File: src/rtl/coinc_trigger_ctrl_pkg.sv
// Shared types and helpers for the coincidence trigger controller.
package mucosmic_trig_pkg;
   typedef enum logic [2:0] {IDLE, WINDOW, EVAL, FIRE, DEAD} state_t;

   localparam int TS_W_DEF  = 32;
   localparam int CNT_W_DEF = 16;
   localparam int MAX_CH    = 16;
   localparam int POP_W     = 5;

   // Callers zero-extend their N_CH-wide map to MAX_CH bits.
   function automatic logic [POP_W-1:0] popcount(input logic [MAX_CH-1:0] v);
      logic [POP_W-1:0] n;
      n = '0;
      for (int i = 0; i < MAX_CH; i++) n = n + POP_W'(v[i]);
      return n;
   endfunction
endpackage

File: src/rtl/coinc_trigger_ctrl_if.sv
// Event record handshake between the trigger controller and readout.
interface coinc_trigger_ctrl_if import mucosmic_trig_pkg::*; #(
   parameter int N_CH = 4,
   parameter int TS_W = TS_W_DEF
);
   localparam int FOLD_W = $clog2(N_CH + 1);

   logic              evt_valid;
   logic              evt_ready;
   logic [N_CH-1:0]   evt_hitmap;
   logic [FOLD_W-1:0] evt_fold;
   logic [TS_W-1:0]   evt_timestamp;

   modport master (output evt_valid, evt_hitmap, evt_fold, evt_timestamp, input evt_ready);
   modport slave  (input evt_valid, evt_hitmap, evt_fold, evt_timestamp, output evt_ready);
endinterface

File: src/rtl/coinc_trigger_ctrl_edge_detect.sv
// Per-channel rising-edge detector; prev resets high so a level held at reset release is not an edge.
module trig_edge_detect (
   input  logic clk,
   input  logic rst,
   input  logic trig,
   input  logic mask,
   output logic rise
);
   logic prev;

   always_ff @(posedge clk) begin
      if (rst) prev <= 1'b1;
      else     prev <= trig;
   end

   assign rise = trig & ~prev & mask;
endmodule

File: src/rtl/coinc_trigger_ctrl.sv
// Coincidence window / fold trigger: collects channel edges, issues event records, enforces dead time.
module coinc_trigger_ctrl import mucosmic_trig_pkg::*; #(
   parameter  int N_CH   = 4,
   parameter  int WIN_W  = 8,
   parameter  int DEAD_W = 16,
   parameter  int TS_W   = TS_W_DEF,
   parameter  int CNT_W  = CNT_W_DEF,
   localparam int FOLD_W = $clog2(N_CH + 1)
) (
   input  logic                  clk,
   input  logic                  rst,
   input  logic                  enable,
   input  logic [N_CH-1:0]       trig_in,
   input  logic [N_CH-1:0]       ch_mask,
   input  logic [WIN_W-1:0]      coinc_window,
   input  logic [FOLD_W-1:0]     min_fold,
   input  logic [DEAD_W-1:0]     dead_time,
   coinc_trigger_ctrl_if.master  evt,
   output logic                  busy,
   output logic [CNT_W-1:0]      acc_count,
   output logic [CNT_W-1:0]      rej_count
);
   localparam logic [CNT_W-1:0] CNT_MAX = '1;

   state_t            state;
   logic [N_CH-1:0]   rise, hit_q, evt_hit_q;
   logic [WIN_W-1:0]  win_cnt;
   logic [DEAD_W-1:0] dead_cnt;
   logic [TS_W-1:0]   ts, ts_lat, evt_ts_q;
   logic [FOLD_W-1:0] fold, fold_min, evt_fold_q;
   logic              valid_q;

   for (genvar i = 0; i < N_CH; i++) begin : g_ch
      trig_edge_detect u_edge (
         .clk  (clk),
         .rst  (rst),
         .trig (trig_in[i]),
         .mask (ch_mask[i]),
         .rise (rise[i])
      );
   end

   assign fold     = FOLD_W'(popcount(MAX_CH'(hit_q)));
   assign fold_min = (min_fold == '0) ? FOLD_W'(1) : min_fold;

   always_ff @(posedge clk) begin
      if (rst) begin
         state      <= IDLE;
         ts         <= '0;
         ts_lat     <= '0;
         hit_q      <= '0;
         win_cnt    <= '0;
         dead_cnt   <= '0;
         valid_q    <= 1'b0;
         evt_hit_q  <= '0;
         evt_fold_q <= '0;
         evt_ts_q   <= '0;
         acc_count  <= '0;
         rej_count  <= '0;
      end else begin
         ts <= ts + TS_W'(1);
         case (state)
            IDLE: if (enable && |rise) begin
               hit_q   <= rise;
               ts_lat  <= ts;
               win_cnt <= coinc_window;
               state   <= (coinc_window != '0) ? WINDOW : EVAL;
            end
            WINDOW: begin
               hit_q   <= hit_q | rise;
               win_cnt <= win_cnt - WIN_W'(1);
               if (win_cnt == WIN_W'(1)) state <= EVAL;
            end
            EVAL: if (fold >= fold_min) begin
               evt_hit_q  <= hit_q;
               evt_fold_q <= fold;
               evt_ts_q   <= ts_lat;
               valid_q    <= 1'b1;
               state      <= FIRE;
            end else begin
               if (rej_count != CNT_MAX) rej_count <= rej_count + CNT_W'(1);
               state <= IDLE;
            end
            // Record is frozen here; edges arriving meanwhile are dropped.
            FIRE: if (evt.evt_ready) begin
               valid_q  <= 1'b0;
               if (acc_count != CNT_MAX) acc_count <= acc_count + CNT_W'(1);
               dead_cnt <= dead_time;
               state    <= (dead_time != '0) ? DEAD : IDLE;
            end
            DEAD: begin
               dead_cnt <= dead_cnt - DEAD_W'(1);
               if (dead_cnt == DEAD_W'(1)) state <= IDLE;
            end
            default: state <= IDLE;
         endcase
      end
   end

   assign busy              = (state != IDLE);
   assign evt.evt_valid     = valid_q;
   assign evt.evt_hitmap    = evt_hit_q;
   assign evt.evt_fold      = evt_fold_q;
   assign evt.evt_timestamp = evt_ts_q;
endmodule

File: src/flat_wrapper.sv
// flat-port wrapper written by rule: the top's interface ports become plain ports
module coinc_trigger_ctrl_flat import mucosmic_trig_pkg::*;
#(
   parameter  int N_CH   = 4,
   parameter  int WIN_W  = 8,
   parameter  int DEAD_W = 16,
   parameter  int TS_W   = TS_W_DEF,
   parameter  int CNT_W  = CNT_W_DEF,
   localparam int FOLD_W = $clog2(N_CH + 1)
)
  (clk, rst, enable, trig_in, ch_mask, coinc_window, min_fold, dead_time, busy, acc_count, rej_count, evt_evt_valid, evt_evt_hitmap, evt_evt_fold, evt_evt_timestamp, evt_evt_ready);
  coinc_trigger_ctrl_if #(.N_CH(N_CH), .TS_W(TS_W)) evt_i ();
  input  logic clk;
  input  logic rst;
  input  logic enable;
  input  logic [N_CH-1:0] trig_in;
  input  logic [N_CH-1:0] ch_mask;
  input  logic [WIN_W-1:0] coinc_window;
  input  logic [FOLD_W-1:0] min_fold;
  input  logic [DEAD_W-1:0] dead_time;
  output logic busy;
  output logic [CNT_W-1:0] acc_count;
  output logic [CNT_W-1:0] rej_count;
  output wire logic [$bits(evt_i.evt_valid)-1:0] evt_evt_valid;
  output wire logic [$bits(evt_i.evt_hitmap)-1:0] evt_evt_hitmap;
  output wire logic [$bits(evt_i.evt_fold)-1:0] evt_evt_fold;
  output wire logic [$bits(evt_i.evt_timestamp)-1:0] evt_evt_timestamp;
  input wire logic [$bits(evt_i.evt_ready)-1:0] evt_evt_ready;
  assign evt_evt_valid = evt_i.evt_valid;
  assign evt_evt_hitmap = evt_i.evt_hitmap;
  assign evt_evt_fold = evt_i.evt_fold;
  assign evt_evt_timestamp = evt_i.evt_timestamp;
  assign evt_i.evt_ready = evt_evt_ready;
  coinc_trigger_ctrl #(.N_CH(N_CH), .WIN_W(WIN_W), .DEAD_W(DEAD_W), .TS_W(TS_W), .CNT_W(CNT_W)) u_core (.clk(clk), .rst(rst), .enable(enable), .trig_in(trig_in), .ch_mask(ch_mask), .coinc_window(coinc_window), .min_fold(min_fold), .dead_time(dead_time), .evt(evt_i), .busy(busy), .acc_count(acc_count), .rej_count(rej_count));
endmodule
File: config.mk
export PLATFORM = sky130hd
export DESIGN_NAME = coinc_trigger_ctrl_flat
export DESIGN_NICKNAME = d
export VERILOG_FILES = /design/src/rtl/coinc_trigger_ctrl_pkg.sv /design/src/rtl/coinc_trigger_ctrl_if.sv /design/src/rtl/coinc_trigger_ctrl_edge_detect.sv /design/src/rtl/coinc_trigger_ctrl.sv /design/src/flat_wrapper.sv
export SDC_FILE = /design/constraint.sdc
export NUM_CORES = 1
export LEC_CHECK = 0
export ABC_AREA = 0
export BUFFER_PORTS_ARGS = -buffer_cell sky130_fd_sc_hd__clkbuf_2
export CAP_MARGIN = 10
export CORE_ASPECT_RATIO = 1.25
export CORE_MARGIN = 4
export CORE_UTILIZATION = 55
export CTS_BUF_LIST = sky130_fd_sc_hd__clkbuf_4
export DETAILED_ROUTE_END_ITERATION = 8
export PLACE_DENSITY = 0.78
export SLEW_MARGIN = 5
export SYNTH_ARGS = -nofsm -noshare
export SYNTH_HDL_FRONTEND = slang
export SYNTH_SLANG_ARGS = --single-unit
File: constraint.sdc
create_clock -name clk -period 6.85 [get_ports clk]
set_input_delay 0.685 -clock clk [delete_from_list [all_inputs] [get_ports clk]]
set_output_delay 0.685 -clock clk [all_outputs]
set_load 0.02 [all_outputs]
# Yosys cells after proc, flatten, opt, wreduce, memory -nomap -nowiden

Index checks and enable logic that the tools add are counted.

Add/sub/neg operators: 8
$lt $le $gt $ge: 1
Equal/unequal tests: 13
Multiplexer cells: 18
Bitwise gates (word level): 14
Reductions and logical operators: 18

Operators with widths:

| operator                                                                | number |
|---|---|
| 16-bit by 1-bit adder with 16-bit output, second input constant         | 2 |
| 32-bit by 1-bit adder with 32-bit output, second input constant         | 1 |
| 16-bit inequality test, second input constant                           | 2 |
| 16-bit one-hot mux with 2 select lines                                  | 1 |
| 3-bit 2-to-1 mux                                                        | 6 |
| 16-bit by 1-bit equality test with 1-bit output, second input constant  | 1 |
| 16-bit 2-to-1 mux                                                       | 1 |
| 8-bit one-hot mux with 2 select lines                                   | 1 |
| 16-bit nonzero test                                                     | 1 |
| 16-bit by 1-bit subtractor with 16-bit output, second input constant    | 1 |
| 3-bit one-hot mux with 5 select lines                                   | 1 |
| 3-bit AND reduction                                                     | 3 |
| 1-bit AND                                                               | 8 |
| 8-bit by 1-bit equality test with 1-bit output, second input constant   | 1 |
| 8-bit 2-to-1 mux                                                        | 1 |
| 2-bit by 1-bit inequality test with 1-bit output, second input constant | 4 |
| 4-bit one-hot mux with 2 select lines                                   | 1 |
| 2-bit AND reduction                                                     | 4 |
| 8-bit nonzero test                                                      | 1 |
| 8-bit by 1-bit subtractor with 8-bit output, second input constant      | 1 |
| 3-bit by 1-bit adder with 3-bit output                                  | 2 |
| 3-bit by 2-bit equality test with 1-bit output, second input constant   | 2 |
| 3-bit zero test                                                         | 2 |
| 2-bit nonzero test                                                      | 3 |
| other kinds (15)                                                        | 21 |

Bits in registers: 171
Bits of input ports: 39
Output and inout port bits: 73
Word-level logic and storage cells: 88

# Depth between registers and ports, before layout

Depth after elaboration: 7
Mapped depth: 12
Depth with buffers taken out: 10

# By module

From an unflattened synthesis, not the netlist that was laid out.

Cell total of the unflattened synthesis: 909
Area total of the unflattened synthesis: 7,470.9 um^2

By module, submodules not included:

| module             | times used | cells each | area each (um^2) | seq. area each (um^2) |
|---|---|---|---|---|
| coinc_trigger_ctrl | 1          | 897        | 7,325.8          | 3,343.2 |
| trig_edge_detect   | 4          | 3          | 36.3             | 20.0 |

# Least setup slack after synthesis

Ideal clock, no wire load.

Kind: flip-flop to flip-flop
From: register u_core.hit_q[0]
To: register u_core.rej_count[5]
Library setup time: 0.121 ns
Arrival time: 2.619 ns
Required time: 6.729 ns
Path slack: 4.110 ns
Cell stages (with the launch flop): 12
Path buffers: 1
Clock period less this slack: 2.740 ns
Cells stage by stage: dfxtp_1 ha_1 inv_1 fa_1 inv_1 ha_1 ha_1 a21oi_1 o211ai_1 clkbuf_1 nor4_1 mux2_2

Longest elaborated chain between the ends: 6

RTL lines:

| item                                                | RTL line                     | text |
|---|---|---|
| start: declaration                                  | coinc_trigger_ctrl.sv:26     | `logic [N_CH-1:0] rise, hit_q, evt_hit_q;` |
| start signal: assignment                            | coinc_trigger_ctrl.sv:64     | `hit_q <= rise;` |
| start signal: assignment                            | coinc_trigger_ctrl.sv:70     | `hit_q <= hit_q \| rise;` |
| 1-bit by 1-bit adder with 2-bit output              | coinc_trigger_ctrl_pkg.sv:14 | `for (int i = 0; i < MAX_CH; i++) n = n + POP_W'(v[i]);` |
| 3-bit by 1-bit adder with 3-bit output (2 in a row) | coinc_trigger_ctrl_pkg.sv:14 |  |
| net u_core.fold[1]                                  | coinc_trigger_ctrl.sv:30     | `logic [FOLD_W-1:0] fold, fold_min, evt_fold_q;` |
| 3-bit >= comparator                                 | coinc_trigger_ctrl.sv:74     | `EVAL: if (fold >= fold_min) begin` |
| 1-bit NOT (no line)                                 | -                            |  |
| 3-bit AND reduction (no line)                       | -                            |  |
| end signal: assignment                              | coinc_trigger_ctrl.sv:81     | `if (rej_count != CNT_MAX) rej_count <= rej_count + CNT_W'(1);` |
| end: declaration                                    | coinc_trigger_ctrl.sv:21     | `output logic [CNT_W-1:0] rej_count` |

The timed path passes the listed nets, and every way through them passes these cells.
A chain may end at the register's enable or synchronous reset.

# Worst setup path in the final report

From: register u_core.hit_q[1]
To: register u_core.rej_count[5]

The elaborated chain is that of the path after synthesis.

==> metrics.md <==
| Metric | Value |
|---|---|
| Metal-1 WL | about 8000 um |
| Fin nets | 1,063 |
| Combinational share of power | about 11% |
| Syn_area_per_cell | around 8.3 um^2 |
| Core ar. | between 10,000 and 15,000 um^2 |
| Gr usage total | between 20% and 30% |
| Pint | between 1.5 and 2 mW |
| FF+latch area | around 3400 um^2 |
| Final core utilization | between 60 and 70% |
| Crit. Startpoint | u_core.hit_q[1] |
| Synth Register Bits | around 170 |
| CTS tree | done |
| Area of the multi-input gates | 4060 um^2 |
| DRC errors left | 0 |
| Power after layout | 2.05 mW |
| Mux contribution to synthesized area | 1.59% |
| Post-synthesis cell type count | between 60 and 70 |
| Async SR Flop Fraction | 0% |
| DR top layer | met4 |
| Max_slew headroom | ~22% |
| Share of layout cells above drive strength 1 | ~17% |
| Hold bufs inserted after CTS | 0 |
| Syn_nets | roughly 990 |
| Post-Synth XOR/XNOR Area | 1.23% |
| # rows | 48 |
| Buf/Inv on CP | 2 |
| Port bufs | roughly 110 |
| Final Wtd Congestion | just over 0.8 |
| Cell family with most CP delay | adder cells |
| Main combinational cell family by area after synthesis | simple AND/OR/NAND/NOR gates |
| Setup CP Type | register to register |
| Finished Cell Area | between 8000 and 9000 um^2 |
| Syn Std Cell Area | between 7000 and 8000 um^2 |
| Synth Flop Type | dfxtp_1 |
| DR pass1 iterations | 5 |
| Layout Area Growth over Synthesis | 12.6% |
| Most used cell, CP | ha_1 |
| Number of global-route vias before repair | between 6,000 and 7,000 |
| Die height | about 140 um |
| R2R Path Start | u_core.hit_q[1] |
| CP Capture Type | register |
| CP required | ~7.3 ns |
| Hpwl dp | between 10,000 and 15,000 um |
| Synth warn | 0 |
| Synth Instances | 937 |
| Number of I/O pins | between 100 and 150 |
| Clock Path Buffers | 2 |
| Layout fillers | ~1,300 |
| Synth Area in Compound Gates | 21.2% |
| Max Clock Skew | around 0.016 ns |
| Final wirelength | approximately 19,000 um |
| WL/cell | around 16 um |
| Max_cap viols | 0 |
| RSZ-0062 raised after global routing | false |
| Non-Filler Instances | roughly 1,200 |
| 1st-iter DRT viols | 573 |
| Critical path arrival | approximately 3.8 ns |
| DP Area | between 8000 and 9000 um^2 |
| CTS sink cnt | approximately 170 |
| Clk_lat worst skew | 0.58 ns |
| Count of pins over their slew limit | 0 |
| Peak supply drop | between 0.15 and 0.2 mV |
| DR vias/cell | 6.10 |
| CP max stage delay | around 0.56 ns |
| Fmax | roughly 300 MHz |
| Crit path cell chain | ha_1, inv_1, fa_1, inv_1, ha_1, ha_1, a21oi_1, o211ai_1, nor4_1, mux2_2 |
| Largest net degree at the start of global routing | 94 |
| Setup violations, final | 0 |
| Crit path max fanout | 20 |
| Met3 wire len | 950 um |
| Post-CTS setup buffer count | 0 |
| Antenna violations before repair | 1 |
| Fin. Hold Viols | 0 |
| Vias | between 7,000 and 8,000 |
| Setup TNS Final | 0 ns |
| Seq pwr share | ~51% |
| Final period util | approximately 48% |
| Seq/Total Area, Yosys | between 40% and 50% |
| Yosys top cell area share | between 40% and 50% |
| Min-delay src | trig_in[1] |
| Synth Area in Adders | roughly 2.2% |
| Min-delay worst type | input pin to register |
| PwrDens | about 230 nW/um^2 |
| Status | completed |
| Clock power share | a little under two fifths |
| Wire length on met2 | approximately 9300 um |
| Number of synthesized flops with an enable pin | 0 |
| Dominant cells by area after synthesis | dfxtp_1 (44%), a21oi_1 (8.8%), nand2_1 (4.8%) |
| Crit path launch type | register |
| Clk Tree Root Cell | clkbuf_4 |
| Leak Pwr | between 3 and 4 nW |
| # resized after CTS | 0 |
| Routed Antenna Nets | 0 |
| Post-Synth Simple-Gate Area | 25.6% |
| P_sw | approximately 520 uW |
| Gr ovfl total | 0 |
| Clock slew at reported path FFs | 0.13 ns |
| Worst slew pin tran | roughly 1.2 ns |
| Max H-tree Level | 4 |
| TritonCTS Buffers | 17 |
| Tmin final | 3.32 ns |
| Area of the die | 16,200 um^2 |
| Die width | 115 um |
| Yosys top cell by area | dfxtp_1 |
| Sw frac | roughly 25% |
| First-pass GRT wire length | roughly 31,000 um |
| Starting Density | around 56% |
| Slowest cell on crit path | o211ai_1 |
| Placed Instances | ~1,200 |
[worst register-to-register path, stage by stage, from the launching register on]
cell and delay (ns):
dfxtp_1 0.35, ha_1 0.27, inv_1 0.04, fa_1 0.35, inv_1 0.06, ha_1 0.23, ha_1 0.20, a21oi_1 0.37
o211ai_1 0.56, nor4_1 0.44, mux2_2 0.37
[power groups by stage]
stage / registers (mW) / clock network [mW] / logic (mW)
6_report: 1.05 / 0.777 / 0.225
5_1_grt: 1.06 / 0.836 / 0.254
4_1_cts: 1.05 / 0.791 / 0.225
3_5_place_dp: 1.07 / 0 / 0.224
3_3_place_gp: 1.07 / 0 / 0.223
2_1_floorplan: 1.06 / 0 / 0.180
[cell usage in the layout (no fill, tap or decap), drive strengths merged, types with 7 or more instances in the layout]
cell type | netlist | layout
or4 | 30 | 30
nand4 | 20 | 20
a31oi | 7 | 7
nor3 | 9 | 9
inv | 20 | 20
nand2 | 100 | 100
nor2 | 37 | 37
bufinv | 0 | 8
ha | 12 | 12
clkinv | 0 | 7
nand3 | 75 | 75
buf | 10 | 8
a21oi | 138 | 138
o31ai | 26 | 26
or3 | 16 | 16
mux2 | 11 | 11
nor2b | 12 | 12
clkbuf | 52 | 127
dfxtp | 171 | 171
o211ai | 7 | 7
nor4 | 19 | 19
o21ai | 60 | 60
and4 | 12 | 12
[layer usage]
layer,global-route usage (%),vias to the layer above
met5,0,-
met3,4.89,28
met1,29.2,3470
met2,38.6,174
met4,8.44,0
li1,-,3646
[Yosys cell counts, drive strengths merged (3+ instances only)]
cell type and n:
a211oi 4, a21oi 138, a22oi 3, a2bb2oi 5, a311oi 3, a31oi 7
a32oi 3, a41oi 3, and2 6, and4 12, buf 10, clkbuf 52
dfxtp 171, ha 12, inv 20, mux2 11, nand2 100, nand3 75
nand3b 6, nand4 20, nand4b 3, nor2 37, nor2b 12, nor3 9
nor3b 4, nor4 19, o211ai 7, o21a 3, o21ai 60, o311ai 3
o31ai 26, o41ai 3, or2 5, or3 16, or3b 4, or4 30
xnor2 5, xor2 6
[final timing paths]
kind,endpoint,slack [ns],cells after the start
max,u_core.rej_count[5],3.53,10
min,u_core.g_ch[1].u_edge.prev,0.30,2
max reg2reg,u_core.rej_count[5],3.53,10
min reg2reg,u_core.evt.evt_timestamp[8],0.46,2
[stage by stage]
stage / hold slack [ns] / setup slack, ns
finish: 0.301 / 3.53
global route: 0.263 / 3.18
CTS: 0.271 / 3.50
detailed placement: 0.447 / 3.50
global placement: 0.444 / 3.61
floorplan: 0.425 / 4.11
[final cells by class]
| class | count | share of cell area (%) |
|---|---|---|
| diodes | 1 | 0.0284 |
| clock buffers | 17 | 1.45 |
| clock inverters | 15 | 3.13 |
| inverters | 20 | 0.853 |
| multi-input cells | 683 | 46.2 |
| flip-flops and latches | 171 | 38.9 |
| well taps | 175 | 2.49 |
| repair buffers | 118 | 6.94 |
[sequential cells by signal (all words and copies together) (netlist names)]
register and cells:
u_core.evt.evt_fold 3, u_core.acc_count 16, u_core.evt.evt_hitmap 4, u_core.evt.evt_valid 1, u_core.state 3, u_core.ts_lat 32
u_core.rej_count 16, u_core.evt.evt_timestamp 32, u_core.ts 32, u_core.win_cnt 8, u_core.dead_cnt 16, u_core.g_ch.u_edge.prev 4
u_core.hit_q 4
[cell families (layout without fill, tap and decap cells)]
logic type               after synthesis  in the layout
XOR/XNOR                              11             11
AND/OR/NAND/NOR                      367            367
other                                  0              1
multiplexers                          11             11
buffers and inverters                 83            170
AO/OA/AOI/OAI                        281            281
flip-flops                           171            171
adder cells (fa/ha/maj)               13             13
Power figures use the tool's default switching activity.
